### config.mk
export PLATFORM = sky130hd
export DESIGN_NAME = jclk_regif
export DESIGN_NICKNAME = d
export VERILOG_FILES = /design/src/rtl/jclk_pkg.sv /design/src/rtl/jclk_wr_fifo.sv /design/src/rtl/jclk_regif.sv
export SDC_FILE = /design/constraint.sdc
export NUM_CORES = 1
export LEC_CHECK = 0
export CAP_MARGIN = 5
export CELL_PAD_IN_SITES_DETAIL_PLACEMENT = 1
export CELL_PAD_IN_SITES_GLOBAL_PLACEMENT = 2
export CORE_UTILIZATION = 32
export CTS_CLUSTER_SIZE = 8
export DETAILED_ROUTE_END_ITERATION = 16
export GPL_TIMING_DRIVEN = 0
export PLACE_DENSITY_LB_ADDON = 0.1
export SETUP_SLACK_MARGIN = 0.02
export SLEW_MARGIN = 20
export SYNTH_ARGS = -nofsm -noshare
export SYNTH_HDL_FRONTEND = slang
export SYNTH_SLANG_ARGS = --single-unit
export TNS_END_PERCENT = 30
### constraint.sdc
create_clock -name sys_clk -period 2.4 [get_ports sys_clk]
set_input_delay 0.36 -clock sys_clk [delete_from_list [all_inputs] [get_ports sys_clk]]
set_output_delay 0.36 -clock sys_clk [all_outputs]
set_load 0.005 [all_outputs]
### src/rtl/jclk_pkg.sv
// ----------------------------------------------------------------------------
// jclk_pkg
// Shared definitions for the clock generator register writer:
//   - bus word offsets of CLK1/CLK2/CLK3
//   - shadow register reset values (match the clock generator reset state)
//   - writer FSM state encoding
//   - write FIFO entry layout
//   - helpers: strobe one-hot select and readback bit mask per offset
// ----------------------------------------------------------------------------
package jclk_pkg;

    localparam logic [1:0] JCLK_CLK1_OFS = 2'd0;
    localparam logic [1:0] JCLK_CLK2_OFS = 2'd1;
    localparam logic [1:0] JCLK_CLK3_OFS = 2'd2;
    localparam logic [1:0] JCLK_NONE_OFS = 2'd3;

    localparam logic [15:0] JCLK_CLK1_RST = 16'h0001;
    localparam logic [15:0] JCLK_CLK2_RST = 16'h0000;
    localparam logic [15:0] JCLK_CLK3_RST = 16'h003F;

    typedef enum logic [1:0] {
        IDLE,
        SETUP,
        STROBE,
        HOLD
    } jclk_state_e;

    typedef struct packed {
        logic [1:0]  addr;
        logic [15:0] data;
    } jclk_wr_entry_t;

    // One-hot {clk3w, clk2w, clk1w} for a register offset.
    function automatic logic [2:0] jclk_strobe_sel(input logic [1:0] addr);
        logic [2:0] sel;
        sel = '0;
        unique case (addr)
            JCLK_CLK1_OFS: sel = 3'b001;
            JCLK_CLK2_OFS: sel = 3'b010;
            JCLK_CLK3_OFS: sel = 3'b100;
            default:       sel = '0;
        endcase
        return sel;
    endfunction

    // Bits physically implemented in each clock generator register.
    function automatic logic [15:0] jclk_reg_mask(input logic [1:0] addr);
        logic [15:0] mask;
        mask = '0;
        unique case (addr)
            JCLK_CLK1_OFS: mask = 16'h03FF;
            JCLK_CLK2_OFS: mask = 16'h03FF;
            JCLK_CLK3_OFS: mask = 16'h803F;
            default:       mask = '0;
        endcase
        return mask;
    endfunction

endpackage

### src/rtl/jclk_wr_fifo.sv
// ----------------------------------------------------------------------------
// jclk_wr_fifo
// Two-entry synchronous FIFO holding pending register writes.
// full_o/empty_o are registered; push while full and pop while empty are
// ignored. Push and pop together keep the count and preserve order.
// Ports:
//   clk_i, rst_i     clock, asynchronous active-high reset
//   push_i, push_data_i   enqueue request and entry
//   pop_i            dequeue request (head shown on pop_data_o)
//   pop_data_o       current head entry
//   full_o, empty_o  occupancy flags
// ----------------------------------------------------------------------------
module jclk_wr_fifo
    import jclk_pkg::*;
(
    input  logic           clk_i,
    input  logic           rst_i,
    input  logic           push_i,
    input  jclk_wr_entry_t push_data_i,
    input  logic           pop_i,
    output jclk_wr_entry_t pop_data_o,
    output logic           full_o,
    output logic           empty_o
);

    jclk_wr_entry_t mem_q [2];
    logic           wr_ptr_q;
    logic           rd_ptr_q;
    logic [1:0]     count_q;
    logic [1:0]     count_d;
    logic           full_q;
    logic           empty_q;
    logic           do_push;
    logic           do_pop;

    assign do_push = push_i & ~full_q;
    assign do_pop  = pop_i & ~empty_q;

    always_comb begin
        count_d = count_q;
        unique case ({do_push, do_pop})
            2'b10:   count_d = count_q + 2'd1;
            2'b01:   count_d = count_q - 2'd1;
            default: count_d = count_q;
        endcase
    end

    always_ff @(posedge clk_i or posedge rst_i) begin
        if (rst_i) begin
            wr_ptr_q <= 1'b0;
            rd_ptr_q <= 1'b0;
            count_q  <= '0;
            full_q   <= 1'b0;
            empty_q  <= 1'b1;
        end else begin
            if (do_push) wr_ptr_q <= ~wr_ptr_q;
            if (do_pop)  rd_ptr_q <= ~rd_ptr_q;
            count_q <= count_d;
            full_q  <= (count_d == 2'd2);
            empty_q <= (count_d == 2'd0);
        end
    end

    // Storage needs no reset: entries are only read once counted in.
    always_ff @(posedge clk_i) begin
        if (do_push) mem_q[wr_ptr_q] <= push_data_i;
    end

    assign pop_data_o = mem_q[rd_ptr_q];
    assign full_o     = full_q;
    assign empty_o    = empty_q;

endmodule

### src/rtl/jclk_regif.sv
// ----------------------------------------------------------------------------
// jclk_regif
// Host-side writer for the clock generator registers CLK1/CLK2/CLK3.
// Bus writes are queued (2 deep) and each is played out as
// SETUP (din valid) -> STROBE (STROBE_CYCLES, one clkNw high) -> HOLD,
// so din is stable around the whole level-sensitive latch window.
// Optional shadow readback: define JCLK_REGIF_READBACK_EN.
// Parameters:
//   STROBE_CYCLES   cycles each clkNw is high (1..15)
// Ports:
//   sys_clk, reset            clock, asynchronous active-high reset
//   bus_wr_valid/ready        write handshake (ready = FIFO not full)
//   bus_addr, bus_wdata       word offset (0..2 mapped, 3 dropped), data
//   bus_rd, bus_rdata, bus_rd_valid   one-cycle read, data next cycle
//   wr_drop                   pulse after an accepted write to offset 3
//   din, din_15               data to the clock generator
//   clk1w, clk2w, clk3w       level load strobes
//   busy                      FIFO non-empty or sequence in progress
// ----------------------------------------------------------------------------
module jclk_regif
    import jclk_pkg::*;
#(
    parameter int unsigned STROBE_CYCLES = 2
) (
    input  logic        sys_clk,
    input  logic        reset,
    input  logic        bus_wr_valid,
    output logic        bus_wr_ready,
    input  logic [1:0]  bus_addr,
    input  logic [15:0] bus_wdata,
    input  logic        bus_rd,
    output logic [15:0] bus_rdata,
    output logic        bus_rd_valid,
    output logic        wr_drop,
    output logic [9:0]  din,
    output logic        din_15,
    output logic        clk1w,
    output logic        clk2w,
    output logic        clk3w,
    output logic        busy
);

    localparam logic [3:0] STROBE_LOAD = 4'(STROBE_CYCLES - 1);

    jclk_state_e    state_q;
    logic [1:0]     addr_q;
    logic [3:0]     cnt_q;
    logic [9:0]     din_q;
    logic           din_15_q;
    logic [2:0]     strobe_q;
    logic           wr_drop_q;
    logic           rd_valid_q;

    logic           fifo_full;
    logic           fifo_empty;
    logic           fifo_pop;
    jclk_wr_entry_t fifo_head;
    jclk_wr_entry_t fifo_in;
    logic           wr_accept;
    logic           wr_mapped;
    logic           head_unused;

    assign wr_accept = bus_wr_valid & ~fifo_full;
    assign wr_mapped = (bus_addr != JCLK_NONE_OFS);
    assign fifo_in   = '{addr: bus_addr, data: bus_wdata};

    // The FSM takes a new entry from IDLE or straight out of HOLD.
    assign fifo_pop  = ((state_q == IDLE) || (state_q == HOLD)) & ~fifo_empty;

    // Bits 14:10 have no destination in the clock generator.
    assign head_unused = ^fifo_head.data[14:10];

    jclk_wr_fifo u_fifo (
        .clk_i       (sys_clk),
        .rst_i       (reset),
        .push_i      (wr_accept & wr_mapped),
        .push_data_i (fifo_in),
        .pop_i       (fifo_pop),
        .pop_data_o  (fifo_head),
        .full_o      (fifo_full),
        .empty_o     (fifo_empty)
    );

    always_ff @(posedge sys_clk or posedge reset) begin
        if (reset) begin
            state_q  <= IDLE;
            addr_q   <= '0;
            cnt_q    <= '0;
            din_q    <= '0;
            din_15_q <= 1'b0;
            strobe_q <= '0;
        end else begin
            unique case (state_q)
                IDLE, HOLD: begin
                    if (!fifo_empty) begin
                        state_q  <= SETUP;
                        addr_q   <= fifo_head.addr;
                        din_q    <= fifo_head.data[9:0];
                        din_15_q <= fifo_head.data[15];
                    end else begin
                        state_q  <= IDLE;
                    end
                end
                SETUP: begin
                    state_q  <= STROBE;
                    cnt_q    <= STROBE_LOAD;
                    strobe_q <= jclk_strobe_sel(addr_q);
                end
                STROBE: begin
                    if (cnt_q == '0) begin
                        state_q  <= HOLD;
                        strobe_q <= '0;
                    end else begin
                        cnt_q    <= cnt_q - 4'd1;
                    end
                end
                default: state_q <= IDLE;
            endcase
        end
    end

    always_ff @(posedge sys_clk or posedge reset) begin
        if (reset) begin
            wr_drop_q  <= 1'b0;
            rd_valid_q <= 1'b0;
        end else begin
            wr_drop_q  <= wr_accept & ~wr_mapped;
            rd_valid_q <= bus_rd;
        end
    end

`ifdef JCLK_REGIF_READBACK_EN
    logic [15:0] shadow1_q;
    logic [15:0] shadow2_q;
    logic [15:0] shadow3_q;
    logic [15:0] shadow_wr;
    logic [15:0] rd_mux;
    logic [15:0] rdata_q;

    // SETUP->STROBE is the cycle STROBE is entered; din already holds the data.
    assign shadow_wr = {din_15_q, 5'b0, din_q} & jclk_reg_mask(addr_q);

    always_ff @(posedge sys_clk or posedge reset) begin
        if (reset) begin
            shadow1_q <= JCLK_CLK1_RST;
            shadow2_q <= JCLK_CLK2_RST;
            shadow3_q <= JCLK_CLK3_RST;
        end else if (state_q == SETUP) begin
            unique case (addr_q)
                JCLK_CLK1_OFS: shadow1_q <= shadow_wr;
                JCLK_CLK2_OFS: shadow2_q <= shadow_wr;
                JCLK_CLK3_OFS: shadow3_q <= shadow_wr;
                default: ;
            endcase
        end
    end

    always_comb begin
        rd_mux = '0;
        unique case (bus_addr)
            JCLK_CLK1_OFS: rd_mux = shadow1_q;
            JCLK_CLK2_OFS: rd_mux = shadow2_q;
            JCLK_CLK3_OFS: rd_mux = shadow3_q;
            default:       rd_mux = '0;
        endcase
    end

    always_ff @(posedge sys_clk or posedge reset) begin
        if (reset) begin
            rdata_q <= '0;
        end else if (bus_rd) begin
            rdata_q <= rd_mux;
        end
    end

    assign bus_rdata = rdata_q;
`else
    assign bus_rdata = '0;
`endif

    assign bus_wr_ready = ~fifo_full;
    assign bus_rd_valid = rd_valid_q;
    assign wr_drop      = wr_drop_q;
    assign din          = din_q;
    assign din_15       = din_15_q;
    assign clk1w        = strobe_q[0];
    assign clk2w        = strobe_q[1];
    assign clk3w        = strobe_q[2];
    assign busy         = ~fifo_empty | (state_q != IDLE);

endmodule

=== After elaboration in Yosys (flattened, before gate mapping) ===
Memory sizes are Yosys's and may differ from the RTL's. A register that Yosys moved wholly into a read port is not among the register bits.
Cells that the tools add are included.

* Add/sub/neg operators: 3
* Eq/ne operators: 11
* Muxes and demuxes: 11
* Bitwise operators: 12
* Reduce and logical (&&, ||, !) cells: 11

{| class="wikitable"
|+ Operators by type and width
! operator !! count
|-
| == test 2 bit (second input constant) || 5
|-
| case mux 3 bit (3 select lines) || 1
|-
| case mux 4 bit (2 select lines) || 1
|-
| AND 1 bit || 6
|-
| == test 2 x 1 -> 1 bit (second input constant) || 3
|-
| zero test 2 bit || 3
|-
| != test 2 bit (second input constant) || 3
|-
| case mux 2 bit (3 select lines) || 1
|-
| case mux 3 bit (2 select lines) || 1
|-
| AND reduction 2 bit || 3
|-
| NOT 1 bit || 5
|-
| zero test 4 bit || 1
|-
| 2-to-1 mux 4 bit || 1
|-
| case mux 2 bit (2 select lines) || 1
|-
| nonzero test 2 bit || 2
|-
| subtractor 4 x 1 -> 4 bit (second input constant) || 1
|-
| 2-to-1 mux 1 bit || 3
|-
| 2-to-1 mux 3 bit || 1
|-
| adder 2 x 1 -> 2 bit (second input constant) || 1
|-
| 2-to-1 mux 2 bit || 1
|-
| OR reduction 2 bit || 1
|-
| subtractor 2 x 1 -> 2 bit (second input constant) || 1
|-
| logical OR 1 bit || 1
|-
| bitwise OR 1 bit || 1
|}

* Flip-flop bits (word level): 17
* Memory bits (writable): 36
* Input port bits: 22
* Output and inout port bits: 34
* Logic and storage cells: 59
* Memories: 1

{| class="wikitable"
|+ Memory list
! memory !! words !! width !! read ports !! clocked after Yosys merged registers in !! wr ports !! RTL line !! text
|-
| u_fifo.mem_q || 2 || 18 || 1 || 1 || 1 || jclk_wr_fifo.sv:26 || <nowiki>jclk_wr_entry_t mem_q [2];</nowiki>
|}

=== Depth between registers and ports, before layout ===
* Depth in word-level cells: 7
* Mapped depth: 10
* Gate-level depth less buffers: 8

=== Hierarchy ===
A second synthesis with hierarchy kept.

* Cell total of the unflattened synthesis: 183
* Area total of the unflattened synthesis: 2,807.7 sq um

{| class="wikitable"
|+ Modules (own cells, without submodules)
! module !! instances !! cells each !! area each (sq um) !! seq. area each (sq um)
|-
| jclk_wr_fifo || 1 || 82 || 1,590.3 || 1,232.4
|-
| jclk_regif || 1 || 101 || 1,217.4 || 600.6
|}

=== Worst setup path after synthesis ===
Ideal clock, no wire load.

* Kind: register to register
* From: register state_q[0]
* To: register u_fifo.count_q[1]
* Setup time: 0.079 ns
* Arrival: 1.837 ns
* Data required time: 2.321 ns
* Setup slack: 0.483 ns
* Cell stages (with the launch flop): 10
* Buffers on the path: 2
* Clock period less this slack: 1.917 ns
* Cell sequence: dfrtp_1 > inv_1 > ha_1 > or2_1 > buf_2 > buf_2 > inv_1 > ha_1 > nor2_1 > xor2_1

* Cells in the longest elaborated chain, start to end: 6
* Elaborated cells on any way between the ends: 8
* Classes of those cells: eq/ne: 3; mux: 1; bitwise: 2; reduce/logical: 2

{| class="wikitable"
|+ RTL lines
! what !! RTL line !! text
|-
| start, declared || jclk_regif.sv:45 || <nowiki>jclk_state_e state_q;</nowiki>
|-
| start signal, assigned || jclk_regif.sv:86 || <nowiki>state_q <= IDLE;</nowiki>
|-
| start signal, assigned || jclk_regif.sv:96 || <nowiki>state_q <= SETUP;</nowiki>
|-
| start signal, assigned || jclk_regif.sv:101 || <nowiki>state_q <= IDLE;</nowiki>
|-
| == test 2 bit or zero test 2 bit (tied branches) || jclk_regif.sv:68 || <nowiki>assign fifo_pop = ((state_q == IDLE) || (state_q == HOLD)) & ~fifo_empty;</nowiki>
|-
| logical OR 1 bit (*) || jclk_regif.sv:68 ||
|-
| AND 1 bit (*) || jclk_regif.sv:68 ||
|-
| named net fifo_pop || jclk_regif.sv:56 || <nowiki>logic fifo_pop;</nowiki>
|-
| AND 1 bit (*) || jclk_wr_fifo.sv:37 || <nowiki>assign do_pop = pop_i & ~empty_q;</nowiki>
|-
| == test 2 x 1 -> 1 bit or == test 2 bit (tied branches) || jclk_wr_fifo.sv:41 || <nowiki>unique case ({do_push, do_pop})</nowiki>
|-
| case mux 2 bit (2 select lines) (*) || jclk_wr_fifo.sv:41 ||
|-
| named net u_fifo.count_d[1] || jclk_wr_fifo.sv:30 || <nowiki>logic [1:0] count_d;</nowiki>
|-
| end signal, assigned || jclk_wr_fifo.sv:58 || <nowiki>count_q <= count_d;</nowiki>
|-
| end, declared || jclk_wr_fifo.sv:29 || <nowiki>logic [1:0] count_q;</nowiki>
|}

The timed path passes the listed nets; every way through them passes the cells marked *.
A chain may end at the register's enable or synchronous reset.

=== Worst setup path in the final report ===
Same ends and word-level chain as after synthesis.

==> impl_metrics.csv <==
group,metric,value,unit
logic_synthesis,yosysMostFrequentCell,"dfrtp_1",
logic_synthesis,post-synth-top-area-cell,"edfxtp_1",
worst_setup_path,worst-setup-path-type,"reg -> reg",
logic_synthesis,synth.avg_cell_area,12.9,um^2
routing,viasPerCell,4.19,
pwr,p_sw_frac,0.353,
clocking,h-tree-depth,2,
die,coreArea,0.00721,mm^2
die,start_util,0.330,
global_route,gr-usage-all-layers,0.123,
timing,relSlewSlack,0.491,
routing,dr.pass1.iters,4,
logic_synthesis,synth-main-ff-cell,"dfrtp_1",
clocking,cts.path.max_buffers,2,
die,rows,31,
logic_synthesis,netlist_top_cells_count,"dfrtp_1 (29), edfxtp_1 (26), nand2_1 (18), o21ai_0 (18), buf_4 (17)",
pwr,seqPwrFrac,0.418,
timing,max_clock_freq,460,MHz
clocking,numCtsBuffers,5,
run_status,status,"completed",
worst_setup_path,path_max_fanout,10,
die,ioPinCount,56,
pwr,pwr-share-comb,0.434,
cells_and_area,diodes,0,
routing,drc,0,
routing,vias,1428,
worst_setup_path,worstSetupEndpointType,"register",
worst_setup_path,arrival,2410,ps
logic_synthesis,synth_area,0.00238,mm^2
worst_setup_path,required,2640,ps
logic_synthesis,syn_inst,185,
flow_run,max_cap_viol_count,0,
cells_and_area,drive_gt1_frac,0.161,
logic_synthesis,yosys-top-cells-area,"edfxtp_1 (33%), dfrtp_1 (30%), mux2i_1 (6.7%)",
logic_synthesis,ys_seq_area_frac,0.643,
timing,rsz0062_at_grt,"no",
cells_and_area,layout-area-overhead-vs-synth,26.2,%
routing,detail-route-antenna-nets,0,
clocking,cts_hold_buf,0,
timing,finalSetupViolCount,0,
logic_synthesis,async_flop_share,0.536,
placement,dp.final_hpwl,3.07,mm
pwr,power_density,1200,mW/mm^2
pwr,p_leak,1.28,nW
clocking,clk_pin_slew_worst_paths,100,ps
clocking,cts_tree,"yes",
min_path,min_path_type,"reg -> reg",
timing,timing.final.crit_share,0.906,
cells_and_area,nets,269,
routing,drt-total-wl,4.29,mm
clocking,clkLatencyLatePin,310,ps
worst_setup_path,start_kind,"register",
routing,wl_per_cell,12.6,um
clocking,cts.sinks,56,
global_route,grt_pass1_vias,1483,
pwr,switching_power,0.00127,W
placement,numPortBuffers,34,
routing,initialDrtViolationCount,33,
logic_synthesis,synth_top_area_share,0.328,
timing,tns,0,ps
pwr,p_int,0.00233,W
placement,place.gp.congestion,0.690,
timing,worstMarginPinSlew,763,ps
global_route,grt_pass1_wl,7.16,mm
pwr,p_clk_frac,0.148,
timing,slew_violations,0,
die,die-area,0.00780,mm^2
logic_synthesis,synth_edf_count,26,
logic_synthesis,synth-seq-cells,56,
clocking,cts-root-buf,"clkbuf_8",
timing,finalClockSkew,7.05,ps
timing,worst_slack,226,ps
die,die_h,88.3,um
logic_synthesis,yosysWarnings,0,
placement,pre_cts_slack,152,ps
logic_synthesis,synth_cell_types,29,
die,fp.dieW,88.3,um
global_route,gr-total-overflow,0,
timing,final_period_minus_worst_setup_slack,2170,ps
global_route,antenna_found_initial,0,
global_route,grt_start_max_net_pins,31,
timing,hold_viol_final,0,
pwr,ir_drop,434,uV
routing by layer:
metal | vias to the layer above | track usage | share of wire
met1 | 690 | 0.151 | 0.44
met3 | 4 | 0.0252 | 0.034
met5 | - | 0 | 0
met4 | 0 | 0.0440 | 0.011
met2 | 33 | 0.213 | 0.52
li1 | 701 | - | -
path summary, 6_finish.rpt:
| path | startpoint | endpoint | slack, ps | cells after the start |
|---|---|---|---|---|
| hold / removal | u_fifo.full_o$_DFF_PP0_ | wr_drop$_DFF_PP0_ | 450 | 1 |
| max in group asynchronous | reset | din[0]$_DFFE_PP0P_ | 1490 | 2 |
| setup / recovery | state_q[0]$_DFFE_PP0P_ | u_fifo.count_q[1]$_DFF_PP0_ | 230 | 9 |
| setup reg to reg | state_q[0]$_DFFE_PP0P_ | u_fifo.count_q[1]$_DFF_PP0_ | 230 | 9 |
| hold reg to reg | u_fifo.full_o$_DFF_PP0_ | wr_drop$_DFF_PP0_ | 450 | 1 |
| min in group asynchronous | reset | cnt_q[3]$_DFFE_PP0P_ | 470 | 2 |
critical path, cell delays in order (launching register included):
cell	delay, ps
dfrtp_1	390
inv_1	70
ha_1	330
or2_1	240
buf_2	180
clkbuf_4	220
inv_1	80
ha_1	290
nor2_1	160
xor2_1	150
what timing repair did:
item | 4_1_cts | 5_1_grt
endpoints found under the setup margin | 0 | 3
setup buffers | 0 | 0
gates resized for setup | 0 | 1
final cells by class:
cell class              instances  area [um^2]
flip-flops and latches         56         1530
fillers                       798         4210
repair buffers                 34          340
multi-input cells             110          714
inverters                      12         45.0
clock buffers                   5         68.8
well taps                      99          124
plain buffers                  22          155
clock inverters                 3         27.5
power groups by stage:
| stage | sequential, W | clock [W] | combinational, W |
|---|---|---|---|
| CTS | 0.00152 | 0.000563 | 0.00160 |
| finish | 0.00151 | 0.000535 | 0.00156 |
| global placement | 0.00154 | 0 | 0.00156 |
| floorplan | 0.00151 | 0 | 0.00104 |
| detailed placement | 0.00154 | 0 | 0.00160 |
| global route | 0.00155 | 0.000585 | 0.00179 |
cell usage in the layout (no fill, tap or decap), types with 3 or more instances in the layout:
cell type,Yosys,routed
clkdlybuf4s50_1,0,34
dfrtp_1,29,29
edfxtp_1,26,26
nand2_1,18,18
o21ai_0,18,18
buf_4,17,17
mux2i_1,16,16
conb_1,1,16
inv_1,12,11
ha_1,6,6
nand2b_1,5,5
clkbuf_8,0,5
buf_2,5,4
xnor2_1,4,4
nor2_1,6,4
mux2_2,3,3
through the flow:
stage / hold slack [ps] / area, um^2 / total power, W / util / instances
floorplan: 391 / 2440 / 0.00254 / - / 200
global placement: 442 / 2900 / 0.00310 / 0.403 / 333
detailed placement: 439 / 2910 / 0.00313 / 0.403 / 333
CTS: 466 / 3010 / 0.00368 / 0.417 / 341
global route: 475 / 3010 / 0.00393 / 0.417 / 341
finish: 453 / 3010 / 0.00361 / 0.417 / 341
registers in the layout, indices dropped and copies added (netlist names), 2 cells and up:
signal,count
u_fifo.mem_q,26
din,10
cnt_q,4
strobe_q,3
addr_q,2
state_q,2
u_fifo.count_q,2
kinds of logic after synthesis:
kind of cell	synth area share
DFF	0.643
and+or+nand+nor	0.0782
buffers and inverters	0.0829
AOI/OAI and AO/OA	0.0593
muxes	0.0814
adders and majority gates	0.0315
xor gates and xnor gates	0.0220
other	0.00157
(Power assumes the default switching activity.)
